File: config.mk
export PLATFORM = sky130hd
export DESIGN_NAME = ps2_scancode_rx
export DESIGN_NICKNAME = d
export VERILOG_FILES = /design/src/rtl/ps2_scancode_rx.sv
export SDC_FILE = /design/constraint.sdc
export NUM_CORES = 1
export LEC_CHECK = 0
export BUFFER_PORTS_ARGS = -buffer_cell sky130_fd_sc_hd__buf_2
export CAP_MARGIN = 20
export CORE_ASPECT_RATIO = 0.6
export CORE_MARGIN = 2
export CORE_UTILIZATION = 60
export CTS_BUF_LIST = sky130_fd_sc_hd__clkbuf_8
export DETAILED_ROUTE_END_ITERATION = 6
export HOLD_SLACK_MARGIN = 0.15
export PLACE_DENSITY = 0.79
export SYNTH_ARGS = -nofsm -noshare
export SYNTH_HDL_FRONTEND = slang
export SYNTH_SLANG_ARGS = --single-unit
File: constraint.sdc
create_clock -name clk -period 2.5 [get_ports clk]
set_input_delay 0.375 -clock clk [delete_from_list [all_inputs] [get_ports clk]]
set_output_delay 0.375 -clock clk [all_outputs]
set_load 0.01 [all_outputs]
File: src/rtl/ps2_scancode_rx.sv
// PS/2 keyboard receiver: synchronises and filters ps2_clk, deserialises 11-bit frames into scancode + enable strobe.
// Optional macro PS2_PARITY_CHECK_EN turns a parity mismatch into a discarded frame.
module ps2_scancode_rx #(
    parameter int SYNC_STAGES    = 2,
    parameter int FILTER_LEN     = 4,
    parameter int TIMEOUT_CYCLES = 50000
) (
    input  logic       clk,
    input  logic       reset,
    input  logic       ps2_clk,
    input  logic       ps2_data,
    output logic [7:0] scancode,
    output logic       enable,
    output logic       frame_err,
    output logic       busy
);

    localparam int FCW = $clog2(FILTER_LEN) + 1;
    localparam int TW  = $clog2(TIMEOUT_CYCLES + 1);
    localparam logic [FCW-1:0] FLT_MAX = FCW'(FILTER_LEN - 1);
    localparam logic [TW-1:0]  TMO_MAX = TW'(TIMEOUT_CYCLES - 1);

    typedef enum logic [1:0] {IDLE, DATA, PARITY, STOP} state_t;

    logic [SYNC_STAGES-1:0] clk_sync;
    logic [SYNC_STAGES-1:0] data_sync;
    logic [FCW-1:0]         flt_cnt;
    logic                   clk_flt;
    logic                   clk_flt_d;
    logic                   fall;
    logic                   data_s;

    state_t     state, state_n;
    logic [2:0] bit_cnt, bit_cnt_n;
    logic [7:0] shift, shift_n;
    logic [7:0] scancode_n;
    logic [TW-1:0] tmo_cnt, tmo_cnt_n;
    logic       enable_n, frame_err_n;
    logic       tmo_hit;
    logic       good;
`ifdef PS2_PARITY_CHECK_EN
    logic       parity_bit, parity_bit_n;
`endif

    // Input conditioning: synchronisers, then a level filter on the clock line
    always_ff @(posedge clk or posedge reset) begin
        if (reset) begin
            clk_sync  <= '1;
            data_sync <= '1;
            flt_cnt   <= '0;
            clk_flt   <= 1'b1;
            clk_flt_d <= 1'b1;
        end else begin
            clk_sync  <= {clk_sync[SYNC_STAGES-2:0], ps2_clk};
            data_sync <= {data_sync[SYNC_STAGES-2:0], ps2_data};
            clk_flt_d <= clk_flt;
            if (clk_sync[SYNC_STAGES-1] != clk_flt) begin
                if (flt_cnt == FLT_MAX) begin
                    clk_flt <= clk_sync[SYNC_STAGES-1];
                    flt_cnt <= '0;
                end else begin
                    flt_cnt <= flt_cnt + 1'b1;
                end
            end else begin
                flt_cnt <= '0;
            end
        end
    end

    assign fall    = clk_flt_d & ~clk_flt;
    assign data_s  = data_sync[SYNC_STAGES-1];
    assign busy    = (state != IDLE);
    assign tmo_hit = busy && (tmo_cnt == TMO_MAX);

    // Frame FSM: state and strobe registers
    always_ff @(posedge clk or posedge reset) begin
        if (reset) begin
            state     <= IDLE;
            bit_cnt   <= '0;
            tmo_cnt   <= '0;
            scancode  <= 8'h00;
            enable    <= 1'b0;
            frame_err <= 1'b0;
        end else begin
            state     <= state_n;
            bit_cnt   <= bit_cnt_n;
            tmo_cnt   <= tmo_cnt_n;
            scancode  <= scancode_n;
            enable    <= enable_n;
            frame_err <= frame_err_n;
        end
    end

    always_ff @(posedge clk) begin
        shift <= shift_n;
`ifdef PS2_PARITY_CHECK_EN
        parity_bit <= parity_bit_n;
`endif
    end

    always_comb begin
        state_n     = state;
        bit_cnt_n   = bit_cnt;
        shift_n     = shift;
        scancode_n  = scancode;
        tmo_cnt_n   = busy ? tmo_cnt + 1'b1 : '0;
        enable_n    = 1'b0;
        frame_err_n = 1'b0;
`ifdef PS2_PARITY_CHECK_EN
        parity_bit_n = parity_bit;
        good = data_s && (^{shift, parity_bit});
`else
        good = data_s;
`endif
        // Timeout takes priority over a coincident fall event
        if (tmo_hit) begin
            state_n     = IDLE;
            bit_cnt_n   = '0;
            tmo_cnt_n   = '0;
            frame_err_n = 1'b1;
        end else if (fall) begin
            tmo_cnt_n = '0;
            case (state)
                IDLE: begin
                    if (!data_s) begin
                        state_n   = DATA;
                        bit_cnt_n = '0;
                    end
                end
                DATA: begin
                    shift_n[bit_cnt] = data_s;
                    bit_cnt_n        = bit_cnt + 1'b1;
                    if (bit_cnt == 3'd7) state_n = PARITY;
                end
                PARITY: begin
`ifdef PS2_PARITY_CHECK_EN
                    parity_bit_n = data_s;
`endif
                    state_n = STOP;
                end
                STOP: begin
                    state_n = IDLE;
                    if (good) begin
                        scancode_n = shift;
                        enable_n   = 1'b1;
                    end else begin
                        frame_err_n = 1'b1;
                    end
                end
                default: state_n = IDLE;
            endcase
        end
    end

endmodule
==> results of run 1 <==
## synthesized netlist by cell type (2+ instances only)
cell type  instances
a21oi_1            5
buf_2              2
dfrtp_1           34
dfstp_2            6
edfxtp_1           8
ha_1               8
inv_1              6
mux2_4             8
mux2i_1            2
nand2_1           10
nand2b_1           6
nand3_1            8
nand4_1            4
nor2_1            19
nor2b_1            4
nor3_1            10
nor4_1             6
o21ai_0            2
or3_1              2
xnor2_1            9
xor2_1             4
## through the flow
| step | setup WS [ns] | cells | area (µm²) |
|---|---|---|---|
| final | 0.348 | 246 | 2400 |
| after global routing | 0.227 | 246 | 2400 |
| after CTS | 0.360 | 245 | 2390 |
| after detailed placement | 0.382 | 236 | 2270 |
| after global placement | 0.505 | 236 | 2270 |
| after floorplan | 0.698 | 178 | 2140 |
## what timing repair did
| action | 4_1_cts | 5_1_grt |
|---|---|---|
| buffers inserted | 0 | 0 |
| endpoints found under the hold margin | 1 | 1 |
| hold buffers | 1 | 1 |
## tightest hold or removal path, stage by stage
cell and delay, ns:
buf_2 0.09, inv_1 0.04, buf_4 0.41
## cell type report
cell class | count | area, µm² | share of cell area
Clock buffer | 5 | 68.8 | 0.0287
Sequential cell | 48 | 1250 | 0.520
Inverter | 6 | 22.5 | 0.00938
Tap cell | 45 | 56.3 | 0.0234
Timing Repair Buffer | 19 | 113 | 0.0469
Multi-Input combinational cell | 120 | 847 | 0.353
Clock inverter | 3 | 45.0 | 0.0188
## where the power goes
group / total, mW / leakage, nW / internal [mW] / switching (mW)
Clock: 0.569 / 0.0591 / 0.302 / 0.266
Sequential: 1.08 / 0.594 / 0.958 / 0.126
Combinational: 0.629 / 0.409 / 0.293 / 0.337
Total: 2.28 / 1.06 / 1.55 / 0.729
## metal layers
metal  up-vias  global-route usage
li1        666                   -
met1       683               0.316
met2        37               0.333
met3         2              0.0755
met4         0              0.0339
met5         -                   0
## registers in the layout, summed over array words and instances, names as in the netlist
signal,cells
state,2
frame_err,1
tmo_cnt,16
scancode,8
flt_cnt,3
clk_flt_d,1
data_sync,2
enable,1
shift,8
clk_flt,1
bit_cnt,3
clk_sync,2
## logic make-up after synthesis
| logic type | Yosys count | synth area share |
|---|---|---|
| adder cells (fa/ha/maj) | 8 | 0.0467 |
| flip-flops | 48 | 0.583 |
| buffers and inverters | 10 | 0.0222 |
| XOR/XNOR | 13 | 0.0531 |
| AND/OR/NAND/NOR | 76 | 0.190 |
| AO/OA/AOI/OAI | 12 | 0.0350 |
| multiplexers | 11 | 0.0706 |
## worst paths after layout
path                              startpoint      endpoint  slack, ns  cells past startpoint
max in group asynchronous              reset  data_sync[0]       1.97                      3
worst min-delay path                   reset   scancode[1]       0.16                      3
worst max register to register      state[0]      shift[0]       0.35                      7
min in group clk                data_sync[0]  data_sync[1]       0.36                      0
worst min register to register  data_sync[0]  data_sync[1]       0.36                      0
worst max-delay path                state[0]      shift[0]       0.35                      7
## placed cells by master (no fill, tap or decap), types with 6 or more instances in the layout
cell | Yosys | routed
dfrtp_1 | 34 | 34
nor2_1 | 19 | 19
buf_2 | 2 | 14
nand2_1 | 10 | 10
nor3_1 | 10 | 10
xnor2_1 | 9 | 9
nand3_1 | 8 | 8
mux2_4 | 8 | 8
ha_1 | 8 | 8
edfxtp_1 | 8 | 8
nor4_1 | 6 | 6
nand2b_1 | 6 | 6
inv_1 | 6 | 6
dfstp_2 | 6 | 6
==> results.md, run 1 <==
* Worst slew margin at 0.590
* Area Overhead vs Synth at 12.0%
* Crit share post-route at 0.861
* Vias at 1,388
* Resized Gates After CTS at 0
* Largest delay contributor family on the critical path: simple AND/OR/NAND/NOR gates
* Synthesized area per cell at 12.0 µm²
* Async set-reset flop share out of synthesis at 0.833
* Arrival time worst endpoint at 2.12 ns
* Max-cap violations at 0
* Req. time, crit path at 2.47 ns
* Crit Path Class: reg2reg
* Clock root buffer: clkbuf_8
* Startpoint Class: flop
* RSZ-0062 raised after global routing: no
* Top FF cell, synth: dfrtp_1
* PD cells at 950 nW/µm²
* Initial antenna violation count at 0
* Longest Clk Path Bufs at 2
* Mapped cell area at 2140 µm²
* Pins Over Slew Limit at 0
* Outcome: complete, no violations
* Yosys reg bits at 48
* Setup crit end kind: flop
* Leakage power at 1.06 nW
* Syn_nets at 190
* Synth top area cells: dfrtp_1 (40%), edfxtp_1 (11%), dfstp_2 (7.4%)
* Min Tclk post-route at 2.15 ns
* Total track usage at 0.220
* Remaining Overflow, GRT at 0
* Die Y-Extent at 50.3 µm
* CORE AREA at 3340 µm²
* Reg clk slew, reported paths at 0.09 ns
* DR DRC count at 0
* Routed vias/inst at 5.64
* ANT cells at 0
* I/O pins at 15
* Routed wire per std cell at 15.7 µm
* Highest Signal Layer: met4
* Met1 WL at 1880 µm
* Critical path buffer and inverter count at 2
* Max Clk Rate at 465 MHz
* GP Congestion at 0.872
* Pin count of the biggest net entering global routing at 41
* Final setup viols at 0
* Synth cell types at 36
* Register area share after synthesis at 0.583
* Post-synth EDFFs at 8
* Initial detailed-routing violation count at 88
* Number of CTS-inserted buffers at 5
* Synth area leader: dfrtp_1
* Port bufs at 14
* Peak VDD IR at 0.000614 V
* Peak per-stage delay on the critical path at 0.43 ns
* Worst slew pin tran at 0.615 ns
* HP Class: in2async
* Met2 WL at 1780 µm
* FP Rows at 16
* First-pass GRT wire length at 6510 µm
* Vias in the first global route at 1,366
* Gate Count Post-Synth at 178
* Yosys Warn Count at 0
* Total Power at 2.28 mW
* Routed met3 length at 174 µm
* H-tree Lvls at 2
* Sink Count at 48
* Die area at 4080 µm²
* Critical Path Fanout Max at 13
* Detailed Place HPWL at 2730 µm
* Drt pass-1 iters at 4
* Die width at 81.2 µm
* Fin. Hold Viols at 0
* Worst-skew pair later-pin latency at 0.31 ns
* Worst path cell trace: inv_1, ha_1, and3b_1, nand4_1, nor2_1, buf_4, nor4_1
* Slowest CP cell: dfrtp_1
* Layout cell share with drive strength beyond 1 at 0.219
* Share of the synthesized area in the top cell type at 0.397
* FILL cells at 207
* Clock skew at 0.00878 ns
* CTS tree: built
* Post-layout util at 0.718
* Initial Util at 0.641
* Routed Antenna Nets at 0
* Fin nets at 212
* Hold_ws at 0.159 ns
* Drt total wl at 3850 µm
* Sum of negative setup slack at 0 ns
(Power assumes the default switching activity.)
==> run 2: changes to the inputs <==
Settings changed: ABC_AREA set to 1.
==> run 2 against run 1 <==
Net effect:
- die area increased by 7.1%
- synthesized cell count grew 49%
- clock skew fell by 0.0019 ns
- via count rose by 26%
- design area grew 5.2%
- first-iteration DRC count grew 53%
- critical path depth is 1 higher
- sequential share of layout area down 2.6 points
- critical path type unchanged
==> results.md, run 2 <==
* Outcome: complete, no violations
* FILL cells at 307
* Commonest non-fill, non-tap cell in the layout: nand2_1
* PD cells at 868 nW/µm²
* Critical Path Fanout Max at 7
* Non-Filler Instances at 336
* Min-Delay Path Depth at 1
* Number of CTS-inserted buffers at 5
* Post-CTS Hold Fix Bufs at 0
* Sink Count at 48
* Cell mode on critical path: inv_1
* Worst slew margin at 0.681
* Worst R2R Start: state[0]
* Drt total wl at 4340 µm
* Layout cell share with drive strength beyond 1 at 0.142
* Worst slew pin tran at 0.478 ns
* Pins Over Slew Limit at 0
* Port bufs at 14
* Startpoint Class: flop
* Resized Gates After CTS at 0
* DP Worst Slack at 0.702 ns
* Fin nets at 300
* GP Congestion at 0.922
* Synth top cells by count: nand2_1 (77), nor2_1 (40), dfrtp_1 (34), inv_1 (34), nand3_1 (19)
* Arrival time worst endpoint at 1.88 ns
* Min-delay src: ps2_clk
* Detailed Place HPWL at 3210 µm
* # Post-CTS Setup Buffers at 0
* CORE AREA at 3680 µm²
* Reg clk slew, reported paths at 0.08 ns
* Initial Util at 0.627
* Die Y-Extent at 52.0 µm
* Yosys reg bits at 48
* Synth area leader: dfrtp_1
* Setup crit end kind: flop
* Cell with the most instances after synthesis: nand2_1
* HP Class: in2reg
* Post-synth EDFFs at 8
* R2R depth at 8
* Routed wire per std cell at 12.9 µm
* Routed Antenna Nets at 0
* Initial detailed-routing violation count at 135
* Longest Clk Path Bufs at 2
* Async set-reset flop share out of synthesis at 0.833
* Pin count of the biggest net entering global routing at 41
* FP Rows at 17
* Vias in the first global route at 1,662
* Area Overhead vs Synth at 9.55%
* PnR worst setup slack at 0.672 ns
* Synthesized area per cell at 8.67 µm²
* Final setup viols at 0
* Fin. Hold Viols at 0
* Die width at 84.0 µm
* Peak VDD IR at 0.000537 V
* Critical path buffer and inverter count at 2
* ANT cells at 0
* Slowest CP cell: dfrtp_1
* Most frequent cells in the layout: nand2_1 (77), nor2_1 (40), inv_1 (35)
* Min Tclk post-route at 1.83 ns
* Largest delay contributor family on the critical path: simple AND/OR/NAND/NOR gates
* Vias at 1,753
* Register area share after synthesis at 0.542
* Clock root buffer: clkbuf_8
* Remaining Overflow, GRT at 0
* Max-cap violations at 0
* Share of the synthesized area in the top cell type at 0.369
* First-pass GRT wire length at 7590 µm
* Yosys Warn Count at 0
* Synth cell types at 27
* Total track usage at 0.224
* I/O pins at 15
* Gate Count Post-Synth at 266
* Worst-skew pair later-pin latency at 0.30 ns
* Largest Register: tmo_cnt
* Die area at 4370 µm²
* Top FF cell, synth: dfrtp_1
* Max Clk Rate at 547 MHz
* Syn_nets at 278
* Total placed cells including tap cells at 328
* Routed vias/inst at 5.22
* H-tree Lvls at 2
* Initial antenna violation count at 0
* Crit Path Class: reg2reg
* Clock skew at 0.00690 ns
* Peak per-stage delay on the critical path at 0.39 ns
* Crit share post-route at 0.731
* Top Registers: tmo_cnt x16, scancode x8, shift x8
* Leakage power at 1.24 nW
* Max reg flops at 16
* RSZ-0062 raised after global routing: no
* Crit path depth at 8
* Req. time, crit path at 2.56 ns
* Synth top area cells: dfrtp_1 (37%), nand2_1 (13%), edfxtp_1 (10%)
* DR DRC count at 0
* Crit path launch: state[0]
* Total Power at 2.19 mW
* Worst path cell trace: inv_1, ha_1, inv_1, nand2_1, nor3_4, nand3_4, nand3_1, nor2_1
* Mapped cell area at 2310 µm²
* Sum of negative setup slack at 0 ns
* CTS tree: built
* Drt pass-1 iters at 4
-- run 2: cell types whose count changed in the layout (fill, tap and decap cells not counted), sizes merged, moves of 7 or more --
cell,previous run,this run
xnor2,9,2
mux2,9,0
inv,8,38
nor2,19,45
nand2,10,79
nand3,8,20
-- run 2: report_power, final --
group	switching, mW	internal, mW	total [mW]
Sequential	0.110	0.963	1.07
Clock	0.246	0.192	0.438
Combinational	0.445	0.236	0.682
Total	0.801	1.39	2.19
-- run 2: path summary, 6_finish.rpt --
check | slack, ns | endpoint
setup / recovery | 0.67 | shift[6]
hold / removal | 0.17 | clk_sync[0]
setup reg to reg | 0.67 | shift[6]
hold reg to reg | 0.36 | clk_sync[1]
max in group asynchronous | 1.96 | data_sync[0]
min in group asynchronous | 0.18 | scancode[3]
-- run 2: cell families (layout without fill, tap and decap cells) --
kind of cell    after synthesis  after routing  synth area share
buf+inv                      37             60            0.0629
fa+ha+maj                     8              8            0.0434
simple gates                157            157             0.307
flops                        48             48             0.542
compound gates               12             12            0.0298
xor+xnor                      4              4            0.0152
-- run 2: area by class of cell --
type	instances	area, µm²	share of cell area
Timing Repair Buffer	15	77.6	0.0307
Tap cell	47	58.8	0.0233
Clock buffer	5	68.8	0.0272
Clock inverter	3	15.0	0.00594
Inverter	37	145	0.0575
Multi-Input combinational cell	181	912	0.361
Sequential cell	48	1250	0.494
-- run 2: per-layer routing --
layer  wire, µm  up-vias  global-route usage  part of all wire
met1       2280      817               0.348              0.53
met2       1750       51               0.323              0.40
li1           -      878                   -                 -
met4         33        0              0.0430            0.0076
met5          0        -                   0                 0
met3        272        7              0.0524             0.063
-- run 2: per-stage QoR --
step / hold WS, ns / util / instance area, µm²
6_report: 0.171 / 0.687 / 2530
5_1_grt: 0.156 / 0.687 / 2530
4_1_cts: 0.169 / 0.687 / 2530
3_5_place_dp: 0.349 / 0.664 / 2440
3_3_place_gp: 0.346 / 0.664 / 2440
2_1_floorplan: 0.345 / - / 2310
